$ cat src/rtl/hilo_mul_unit.sv
// HI/LO multiply-accumulate unit: fixed-latency pipeline that owns the architectural
// HI/LO pair and provides interlocked MFHI/MFLO reads.
module hilo_mul_unit #(
    parameter int XLEN        = 32,
    parameter int MUL_STAGES  = 3,
    parameter int ENABLE_MSUB = 1
) (
    input  logic            clk,
    input  logic            rst,
    input  logic            op_valid,
    input  logic [2:0]      op,
    input  logic [XLEN-1:0] op_a,
    input  logic [XLEN-1:0] op_b,
    output logic            op_ready,
    input  logic            flush,
    input  logic            rd_req,
    input  logic            rd_sel,
    output logic            rd_valid,
    output logic [XLEN-1:0] rd_data,
    output logic            busy,
    output logic            commit_valid,
    output logic [XLEN-1:0] hi,
    output logic [XLEN-1:0] lo
);
    localparam int PW   = 2 * XLEN;
    localparam int LAST = MUL_STAGES - 1;

    typedef enum logic [1:0] {ACC_NONE, ACC_ADD, ACC_SUB} acc_e;

    function automatic logic [PW-1:0] extend(input logic [XLEN-1:0] v, input logic sgn);
        return sgn ? {{XLEN{v[XLEN-1]}}, v} : {{XLEN{1'b0}}, v};
    endfunction

    function automatic logic [PW-1:0] accumulate(input acc_e mode, input logic [PW-1:0] base,
                                                 input logic [PW-1:0] prod);
        case (mode)
            ACC_ADD: return base + prod;
            ACC_SUB: return base - prod;
            default: return prod;
        endcase
    endfunction

    logic            vld_p   [MUL_STAGES];
    logic            wr_hi_p [MUL_STAGES];
    logic            wr_lo_p [MUL_STAGES];
    acc_e            acc_p   [MUL_STAGES];
    logic [PW-1:0]   prod_p  [MUL_STAGES];

    logic            is_move;
    logic            msub_off;
    logic [PW-1:0]   issue_prod;
    acc_e            issue_acc;
    logic            issue_wr_hi;
    logic            issue_wr_lo;
    logic            do_commit;
    logic [PW-1:0]   result;

    assign op_ready = !rst && !flush;
    assign rd_valid = rd_req && !busy && !rst;
    assign rd_data  = rd_sel ? lo : hi;

    // MTHI/MTLO carry their data duplicated in both halves so the final stage can
    // treat every op as "write selected halves of a 2*XLEN result".
    always_comb begin
        is_move     = op[2] & op[1];
        msub_off    = (op[2:1] == 2'b10) && (ENABLE_MSUB == 0);
        issue_prod  = is_move ? {op_a, op_a}
                              : extend(op_a, !op[0]) * extend(op_b, !op[0]);
        issue_acc   = (op[2:1] == 2'b01) ? ACC_ADD :
                      (op[2:1] == 2'b10) ? ACC_SUB : ACC_NONE;
        issue_wr_hi = is_move ? !op[0] : !msub_off;
        issue_wr_lo = is_move ?  op[0] : !msub_off;
    end

    always_comb begin
        busy = 1'b0;
        for (int i = 0; i < MUL_STAGES; i++) busy = busy | vld_p[i];
    end

    // Final stage: accumulate against the live HI/LO so back-to-back ops chain.
    assign result    = accumulate(acc_p[LAST], {hi, lo}, prod_p[LAST]);
    assign do_commit = vld_p[LAST] && !flush && (wr_hi_p[LAST] || wr_lo_p[LAST]);

    always_ff @(posedge clk or posedge rst) begin
        if (rst) begin
            for (int i = 0; i < MUL_STAGES; i++) vld_p[i] <= 1'b0;
            commit_valid <= 1'b0;
            hi           <= '0;
            lo           <= '0;
        end else begin
            vld_p[0] <= op_valid && op_ready;
            for (int i = 1; i < MUL_STAGES; i++) vld_p[i] <= vld_p[i-1] && !flush;
            commit_valid <= do_commit;
            if (do_commit && wr_hi_p[LAST]) hi <= result[PW-1:XLEN];
            if (do_commit && wr_lo_p[LAST]) lo <= result[XLEN-1:0];
        end
    end

    always_ff @(posedge clk) begin
        prod_p[0]  <= issue_prod;
        acc_p[0]   <= issue_acc;
        wr_hi_p[0] <= issue_wr_hi;
        wr_lo_p[0] <= issue_wr_lo;
        for (int i = 1; i < MUL_STAGES; i++) begin
            prod_p[i]  <= prod_p[i-1];
            acc_p[i]   <= acc_p[i-1];
            wr_hi_p[i] <= wr_hi_p[i-1];
            wr_lo_p[i] <= wr_lo_p[i-1];
        end
    end
endmodule

$ cat config.mk
export PLATFORM = sky130hd
export DESIGN_NAME = hilo_mul_unit
export DESIGN_NICKNAME = d
export VERILOG_FILES = /design/src/rtl/hilo_mul_unit.sv
export SDC_FILE = /design/constraint.sdc
export NUM_CORES = 2
export LEC_CHECK = 0
export BUFFER_PORTS_ARGS = -buffer_cell sky130_fd_sc_hd__buf_4
export CAP_MARGIN = 20
export CORE_MARGIN = 10
export CORE_UTILIZATION = 45
export DETAILED_ROUTE_END_ITERATION = 10
export GPL_TIMING_DRIVEN = 1
export PLACE_DENSITY = 0.63
export SLEW_MARGIN = 20
export SYNTH_ARGS = -nofsm -noshare
export SYNTH_HDL_FRONTEND = slang
export SYNTH_SLANG_ARGS = --single-unit
$ cat constraint.sdc
create_clock -name clk -period 8.1 [get_ports clk]
set_input_delay 0.81 -clock clk [delete_from_list [all_inputs] [get_ports clk]]
set_output_delay 0.81 -clock clk [all_outputs]
set_load 0.02 [all_outputs]
==> PnR_summary.wiki <==
{| class="wikitable"
! Metric !! Value
|-
| Detail Route met3 WL || 12200 um
|-
| Status || finished with violations
|-
| GPL Wtd Cong || 0.970
|-
| CP max stage delay || 0.60 ns
|-
| Die footprint || 0.150 sq mm
|-
| Congestion Overflow GR || 0
|-
| Violations in the final reports || negative setup slack
|-
| Setup slack of the most critical reg-to-reg path || 1.96 ns
|-
| Layout cell share with drive strength beyond 1 || 17.0%
|-
| Normalized max-slew margin || 34.2%
|-
| Top cells by area in the synthesized netlist || fa_1, inv_1, ha_1, dfxtp_1, and2_1
|-
| Number of nets at the end of the flow || 8929
|-
| Maximum level of the CTS H-tree || 1
|-
| Clk buf depth || 3
|-
| Kind of launch point of the worst setup path || input port
|-
| Worst r2r dst || hi[31]
|-
| Synthesized flop and latch total || 272
|-
| Total iterations of the first detailed-routing run || 6
|-
| Number of antenna violations at the first check in global routing || 7
|-
| Top fanout value on the critical path || 20
|-
| Iteration-0 DRC Markers || 2793
|-
| Number of port buffers || 172
|-
| Post-route ant nets || 0
|-
| Via count of the first global-routing pass || 49600
|-
| Wire length of the first global-routing pass || 285000 um
|-
| Clock transition time at the flip-flop clock pins of the worst setup and hold paths || 0.07 ns
|-
| Startpoint of the most critical register-to-register path || prod_p[0][136]
|-
| CTS tree || done
|-
| Most common cell type on the critical path || fa_1
|-
| Synth Cell Area || 0.0605 sq mm
|-
| Fin crit period || 8.46 ns
|-
| Post-Synthesis Mean Instance Area || 9.32 sq um
|-
| Site Rows || 134
|-
| Final critical-path setup slack || -0.361 ns
|-
| Clock latency reported for the late side of the worst-skew pair || 0.56 ns
|-
| GRT Total Usage || 24.1%
|-
| Arrival time at the worst endpoint || 8.87 ns
|-
| Kind of critical path || input port to flop
|-
| Placed insts || 8759
|-
| Hold Path Depth || 0
|-
| Sink of the worst hold path || prod_p[0][113]
|-
| Proportion of synthesized chip area in sequential cells || 9.56%
|-
| Vias per inst || 5.09
|-
| Leading area contributor after synthesis || fa_1
|-
| Effective utilization at floorplan || 45.3%
|-
| Cells after synthesis || 6498
|-
| Number of synthesis warnings || 0
|-
| Number of flops mapped to enable cells by yosys || 0
|-
| Vias || 45100
|-
| Fmax achieved || 0.118 GHz
|-
| RSZ-0062 raised after global routing || yes
|-
| Max stage delay cell, worst path || fa_1
|-
| Chip width || 387 um
|-
| Pre-CTS setup slack || -1.18 ns
|-
| Share of the clock period used by the worst path after layout || 104%
|-
| Cts bufs inserted || 27
|-
| Routed met2 length || 84900 um
|-
| Number of buffers added to fix hold violations after cts || 0
|-
| I/O pin count || 173
|-
| Length of routed wiring on met1 || 77300 um
|-
| Routed WL per cell || 20.3 um
|-
| Class of the worst hold path || flop to flop
|-
| Final clock skew || 0.0222 ns
|-
| # DRC || 0
|-
| Endpoint type of the worst setup path || flop
|-
| Slew @ Worst Pin || 0.985 ns
|-
| Layout area overhead || 17.3%
|-
| Topmost layer with routed signal wires || met5
|-
| Detailed-route wire length || 179000 um
|-
| Dpl cell area || 0.0683 sq mm
|-
| Clock tree root buffer cell || clkbuf_16
|-
| Synth top area share || 47.0%
|-
| Distinct cells, synth || 75
|-
| Filler-free cell count of the finished design || 8853
|-
| Largest net degree at the start of global routing || 93
|-
| Launch instance of the worst min-delay path || prod_p[0][49]
|-
| Most common flop cell mapped by yosys || dfxtp_1
|-
| Number of sinks on the clock net || 272
|-
| Setup-violating endpoint count in the final report || 21
|-
| Final sum of negative setup slack || -4.19 ns
|-
| Max-cap violations || 0
|-
| Placeable Area || 0.134 sq mm
|-
| Final-report hold violation count || 0
|-
| Fraction of registers with async set or reset after synthesis || 25.0%
|-
| Slew Limit Fails || 0
|-
| HPWL after detailed placement || 157000 um
|-
| Summed area of non-filler cells in the final layout || 0.0710 sq mm
|-
| Height of the die || 387 um
|-
| Net count of the mapped netlist || 8364
|-
| Required time at the endpoint of the critical path || 8.51 ns
|-
| Worst reg2reg path depth || 21
|-
| Fill count || 12100
|}
## synthesized netlist by cell type (all sizes together), types with 22 or more instances
master,n
mux2,34
and3,24
a31oi,26
ha,373
dfrtp,68
nand2,686
xnor2,181
xor2,56
nand4,28
nand3,35
inv,1556
dfxtp,204
o21ai,176
a21oi,221
clkbuf,286
nor2,157
nor3,31
a21o,70
and2,604
fa,1420
nand2b,22
## how the worst max path moves through the flow
stage,start,end,slack [ns],cells after the start
final,op[0],prod_p[0][62],-0.36,33
after global routing,op_a[31],prod_p[0][61],-0.65,33
after CTS,op_a[31],prod_p[0][62],-0.32,31
after detailed placement,op[0],prod_p[0][61],-1.18,32
after global placement,op_a[31],prod_p[0][61],-1.14,32
after floorplan,op_a[31],prod_p[0][61],-0.57,32
## registers in the layout (all words and copies together), names as in the netlist
| signal | flops |
|---|---|
| acc_p | 6 |
| hi | 32 |
| commit_valid | 1 |
| lo | 32 |
| vld_p | 3 |
| wr_lo_p | 3 |
| prod_p | 192 |
| wr_hi_p | 3 |
## what timing repair did
action                                  CTS  global route
pin swaps                               138            81
endpoints found under the setup margin   38            42
setup buffers                            32             9
gates resized for setup                 166           156
gates cloned                              3             1
## stage by stage
step / hold slack, ns / utilization (%)
finish: 0.307 / 53.2
global route: 0.317 / 53.1
CTS: 0.298 / 52.6
detailed placement: 0.312 / 51.1
global placement: 0.310 / 51.1
floorplan: 0.310 / -
## final cells by class
type	count	area, sq um	area share [%]
multi-input combinational	4369	49000	69.0
clock inverter	22	274	0.386
clock buffer	28	679	0.957
antenna	1	2.50	0.00352
tap	1768	2210	3.11
timing repair buffer	837	7190	10.1
sequential	272	5790	8.15
inverter	1556	5840	8.23
## cells in the final DEF (no fill, tap or decap), types with 38 or more instances in the layout
master	Yosys	routed
ha_1	373	343
nor2_1	157	155
buf_6	0	46
inv_1	1556	1517
buf_4	2	732
dfrtp_1	68	68
inv_2	0	38
fa_1	1420	1352
o21ai_0	175	144
xor2_1	56	51
and2_1	603	593
a21oi_1	221	196
a21o_1	70	70
fa_2	0	68
nand2_1	686	668
xnor2_1	181	175
dfxtp_1	204	204
buf_12	0	43
## routing by layer
| metal | up-vias | global-route usage (%) |
|---|---|---|
| li1 | 20300 | - |
| met1 | 23100 | 32.7 |
| met2 | 1435 | 40.5 |
| met3 | 259 | 3.58 |
| met4 | 4 | 6.11 |
| met5 | - | 0 |
## critical path: cells and delay by family
kind | cells | cell delay, ns
adder cells (fa/ha/maj) | 11 | 4.92
buffers and inverters | 11 | 1.28
AO/OA/AOI/OAI | 6 | 0.94
AND/OR/NAND/NOR | 4 | 0.78
XOR/XNOR | 1 | 0.15
## cells by family after synthesis
kind of cell,Yosys count,share of synthesized area [%]
buffers and inverters,1857,11.5
adders and majority gates,1795,54.7
and+or+nand+nor,1658,13.6
AOI/OAI and AO/OA,632,6.32
DFF,272,9.56
xor gates and xnor gates,237,3.43
muxes,47,0.854
Power is left out: the tool's default activity adds up to more than one toggle a clock period on the data nets, which glitch-free logic cannot reach.
